==> src/rtl/fetch_stage.sv <==
// Instruction-fetch stage: owns the PC, drives the instruction-memory request,
// and parks one early response in a hold buffer while decode cannot accept it.
module fetch_stage #(
  parameter logic [31:0] RESET_PC = 32'h0000_0000,
  parameter logic [31:0] NOP_INST = 32'h0000_0013
) (
  input  logic        clk,
  input  logic        rst,
  input  logic        jump_taken,
  input  logic [31:0] jump_target,
  input  logic        stall,
  input  logic        data_hazard,
  input  logic        control_hazard,
  output logic        imem_req,
  output logic [31:0] imem_addr,
  input  logic [31:0] imem_rdata,
  input  logic        imem_ready,
  output logic [31:0] inst,
  output logic [31:0] inst_pc,
  output logic        inst_valid
);

  typedef enum logic {REQ = 1'b0, HOLD = 1'b1} state_t;

  state_t      state;
  logic [31:0] pc;
  logic [31:0] hold_inst;
  logic [31:0] hold_pc;
  logic        hold_valid;
  logic        adv;
  logic        capture;
  logic        park;

  function automatic logic [31:0] align_word(input logic [31:0] addr);
    return addr & ~32'h0000_0003;
  endfunction

  function automatic logic [31:0] next_pc(input logic [31:0] cur);
    return cur + 32'd4;
  endfunction

  assign adv       = ~stall & ~data_hazard & ~control_hazard;
  assign imem_req  = (state == REQ) & ~rst;
  assign imem_addr = pc;
  assign capture   = (state == REQ) & imem_ready & ~jump_taken;
  assign park      = capture & ~adv;

  // Control and output registers; jump redirect wins over every other event.
  always_ff @(posedge clk or posedge rst) begin
    if (rst) begin
      state      <= REQ;
      pc         <= RESET_PC;
      inst       <= NOP_INST;
      inst_pc    <= 32'h0;
      inst_valid <= 1'b0;
      hold_valid <= 1'b0;
    end else if (jump_taken) begin
      state      <= REQ;
      pc         <= align_word(jump_target);
      hold_valid <= 1'b0;
      inst       <= NOP_INST;
      inst_valid <= 1'b0;
    end else begin
      case (state)
        REQ: begin
          if (imem_ready) begin
            pc <= next_pc(pc);
            if (adv) begin
              inst       <= imem_rdata;
              inst_pc    <= pc;
              inst_valid <= 1'b1;
            end else begin
              hold_valid <= 1'b1;
              state      <= HOLD;
            end
          end
        end
        HOLD: begin
          if (adv && hold_valid) begin
            inst       <= hold_inst;
            inst_pc    <= hold_pc;
            inst_valid <= 1'b1;
            hold_valid <= 1'b0;
            state      <= REQ;
          end
        end
        default: state <= REQ;
      endcase
      // A flush turns decode's slot into a bubble; stall/data_hazard just freeze it.
      if (control_hazard) begin
        inst       <= NOP_INST;
        inst_valid <= 1'b0;
      end
    end
  end

  // Hold-buffer payload carries no reset; hold_valid qualifies it.
  always_ff @(posedge clk) begin
    if (park) begin
      hold_inst <= imem_rdata;
      hold_pc   <= pc;
    end
  end

endmodule

==> config.mk <==
export PLATFORM = sky130hd
export DESIGN_NAME = fetch_stage
export DESIGN_NICKNAME = d
export VERILOG_FILES = /design/src/rtl/fetch_stage.sv
export SDC_FILE = /design/constraint.sdc
export NUM_CORES = 1
export LEC_CHECK = 0
export BUFFER_PORTS_ARGS = -buffer_cell sky130_fd_sc_hd__buf_2
export CORE_UTILIZATION = 31
export CTS_CLUSTER_SIZE = 25
export DETAILED_ROUTE_END_ITERATION = 10
export PLACE_DENSITY_LB_ADDON = 0.05
export SLEW_MARGIN = 20
export SYNTH_ARGS = -nofsm -noshare
export SYNTH_HDL_FRONTEND = slang
export SYNTH_SLANG_ARGS = --single-unit
==> constraint.sdc <==
create_clock -name clk -period 8.4 [get_ports clk]
set_clock_uncertainty 0.2 [all_clocks]
set_input_delay 1.68 -clock clk [delete_from_list [all_inputs] [get_ports clk]]
set_output_delay 1.68 -clock clk [all_outputs]
set_load 0.01 [all_outputs]
==> impl_metrics.tcl <==
set metrics [dict create \
    clock.fmax_ghz 0.249 \
    cts-root-buf "clkbuf_16" \
    syn_to_final_growth_pct 24.9 \
    synth_top_area_share_pct 34.0 \
    post_synth_num_cell_types 46 \
    setup_viol 0 \
    portBuffers 162 \
    hold_class "register to register" \
    status "finished clean" \
    worstSkewPairLatency_ns 0.42 \
    regToRegEndpoint "imem_addr[22]$_DFFE_PP0N_" \
    h-tree-depth 4 \
    cts_hold_buf 0 \
    path_cells "buf_4 > nor2_1 > buf_2" \
    gp_congestion 0.731 \
    r2r_cells 5 \
    die-area_sq_um 22500 \
    worst_ep_arrival_time_ns 2.14 \
    grt_pass1_wl_mm 27.2 \
    final.setup.tns_ns 0 \
    ys_seq_area_share_pct 62.6 \
    first_global_vias 4723 \
    holdCritStartpoint "inst[22]$_DFFE_PP0P_" \
    min_path_cells 1 \
    wl_per_cell_um 18.1 \
    netlist_area_sq_um 6780 \
    core_sq_um 21200 \
    min_period_ns 4.02 \
    pre_cts_ws_ns 3.99 \
    viasPerCell 4.93 \
    criticalPathCategory "register to output port" \
    synth_top_area_cell "dfrtp_1" \
    ys.flop_type "dfrtp_1" \
    synth-seq-cells 157 \
    hold_ws_ns 0.284 \
    cts_inserted_buffers 17 \
    drc 0 \
    r2r-start "state$_DFF_PP0_" \
    boundaryPins 169 \
    synthTopCellsByCount "92 x dfrtp_1, 62 x edfxtp_1, 51 x mux2_2, 45 x nand2_1, 34 x mux2i_1" \
    ant_nets 0 \
    min_to "inst[22]$_DFFE_PP0P_" \
    synth_edf_count 62 \
    track_usage_pct 16.2 \
    fin_util_pct 39.9 \
    start_kind "register" \
    avgSynthCellArea_sq_um 13.0 \
    cts_tree "done" \
    path_clk_slew_ns 0.07 \
    yosysMostFrequentCell "dfrtp_1" \
    slowest_delay_ns 0.75 \
    rows 53 \
    synthCells 521 \
    cp_top_family "buffers and inverters" \
    ir_worst_vdd_uv 134 \
    rsz0062_at_grt "false" \
    yosys_warnings 0 \
    power_density_nw_per_um2 236 \
    dp_cells 935 \
    drt_iter0_drc 168 \
    die_h_um 150 \
    post_dp_cell_area_sq_um 7870 \
    cts_setup_buffers 0 \
    leakagePower_nw 3.62 \
    cp_slowest_cell "buf_4" \
    fin_ws_ns 4.38 \
    maxSlewViolCount 0 \
    crit_buf_inv 2 \
    slew_headroom_pct 33.4 \
    fin_crit_sh_pct 47.9 \
    crit_required_ns 6.52 \
    start_util_pct 31.9 \
    synth_area_leaders "dfrtp_1 34%, edfxtp_1 27%, mux2_2 8.5%, mux2i_1 5.0%, o2bb2ai_1 3.7%" \
    worst_pin_slew_ns 0.999 \
    nNetsFinal 751 \
    final_hold_viol_count 0 \
    vias 4775 \
    place_hpwl_mm 11.4 \
    end_kind "output port" \
    synth-async-reset-ratio_pct 60.5 \
    antenna_found_initial 1 \
    regArea_sq_um 4250 \
    drive_gt1_share_pct 38.3 \
    fin_area_sq_um 8470 \
    wirelength_mm 17.5 \
    die_x_um 150 \
    postCtsResizedCells 0 \
    grt-ovfl-total 0 \
    reg2reg_slack_ns 5.24 \
    clock_sinks 157 \
    firstDrtPassIters 4 \
    crit_fanout 56 \
    cts_buffer_depth 2 \
    n_fill_cell 2099 \
    maxCapViolCount 0 \
    finalPower_mw 2.00 \
    multiInputGateArea_sq_um 2360 \
    grt_max_degree 63 \
    finalNonFillerCells 969 \
]
## power breakdown
group | leakage, nW | switching, mW | internal (mW)
clock | 0.282 | 0.325 | 0.445
sequential | 1.77 | 0.0616 | 0.881
combinational | 1.57 | 0.150 | 0.136
total | 3.62 | 0.536 | 1.46
## cell families (layout without fill, tap and decap cells)
| family | count (synthesis) | count (layout) | synth area share, % |
|---|---|---|---|
| xor gates and xnor gates | 12 | 12 | 1.55 |
| AOI/OAI and AO/OA | 88 | 88 | 9.21 |
| buffers and inverters | 47 | 215 | 3.05 |
| DFF | 157 | 157 | 62.6 |
| and+or+nand+nor | 130 | 130 | 9.87 |
| adders and majority gates | 1 | 1 | 0.185 |
| other | 1 | 6 | 0.0553 |
| muxes | 85 | 85 | 13.5 |
## worst max-delay path by stage
| stage | startpoint | endpoint | cells past startpoint |
|---|---|---|---|
| 2_1_floorplan | jump_taken | hold_inst[0]$_DFFE_PP_ | 4 |
| 3_5_place_dp | jump_taken | hold_inst[24]$_DFFE_PP_ | 4 |
| 5_1_grt | state$_DFF_PP0_ | imem_req | 3 |
| 6_report | state$_DFF_PP0_ | imem_req | 3 |
| 3_3_place_gp | jump_taken | hold_inst[24]$_DFFE_PP_ | 4 |
| 4_1_cts | state$_DFF_PP0_ | imem_req | 3 |
## state kept, by name, indices dropped and copies added, names as in the netlist
signal      flops
hold_inst      32
inst           32
hold_pc        30
imem_addr      30
inst_pc        30
hold_valid      1
inst_valid      1
state           1
## worst reg2reg max path, delay by kind of cell, from the launching register on
family	cells	cell delay, ns
buffers and inverters	1	0.44
flip-flops	1	0.62
AND/OR/NAND/NOR	4	1.84
## cell usage in the layout, fill, tap and decap left out, drive strengths merged, types with 3 or more instances in the layout
master	netlist	routed
inv	12	18
nand2	45	45
nor4	7	7
mux2i	34	34
clkinv	0	3
o31ai	3	3
nand2b	3	3
nand3	14	14
xor2	4	4
clkbuf	16	18
conb	1	4
a31oi	7	7
a211o	3	3
xnor2	8	8
clkinvlp	0	3
o2bb2ai	29	29
or3	7	7
or4	6	6
nor2	20	20
a2bb2oi	4	4
buf	19	171
edfxtp	62	62
nor3	7	7
o21ai	29	29
dfstp	3	3
dfrtp	92	92
nand4	12	12
mux2	51	51
a21oi	4	4
## final cells by class
cell class              instances  share of cell area (%)
inverters                      12                   0.562
clock buffers                  18                    5.07
repair buffers                171                    10.4
well taps                     275                    4.06
clock inverters                14                    1.88
flip-flops and latches        157                    50.2
multi-input cells             320                    27.8
diodes                          2                  0.0591
## routing by layer
metal  share of wire (%)  wire length [um]  track usage [%]  up-vias
met3                 5.5               968             3.66       13
met1                  48              8400             23.2     2359
met2                  45              7940             23.8      142
li1                    -                 -                -     2261
met5                   0                 0                0        -
met4                 1.3               223             6.01        0
No activity file was read; power rests on OpenSTA's default activity.
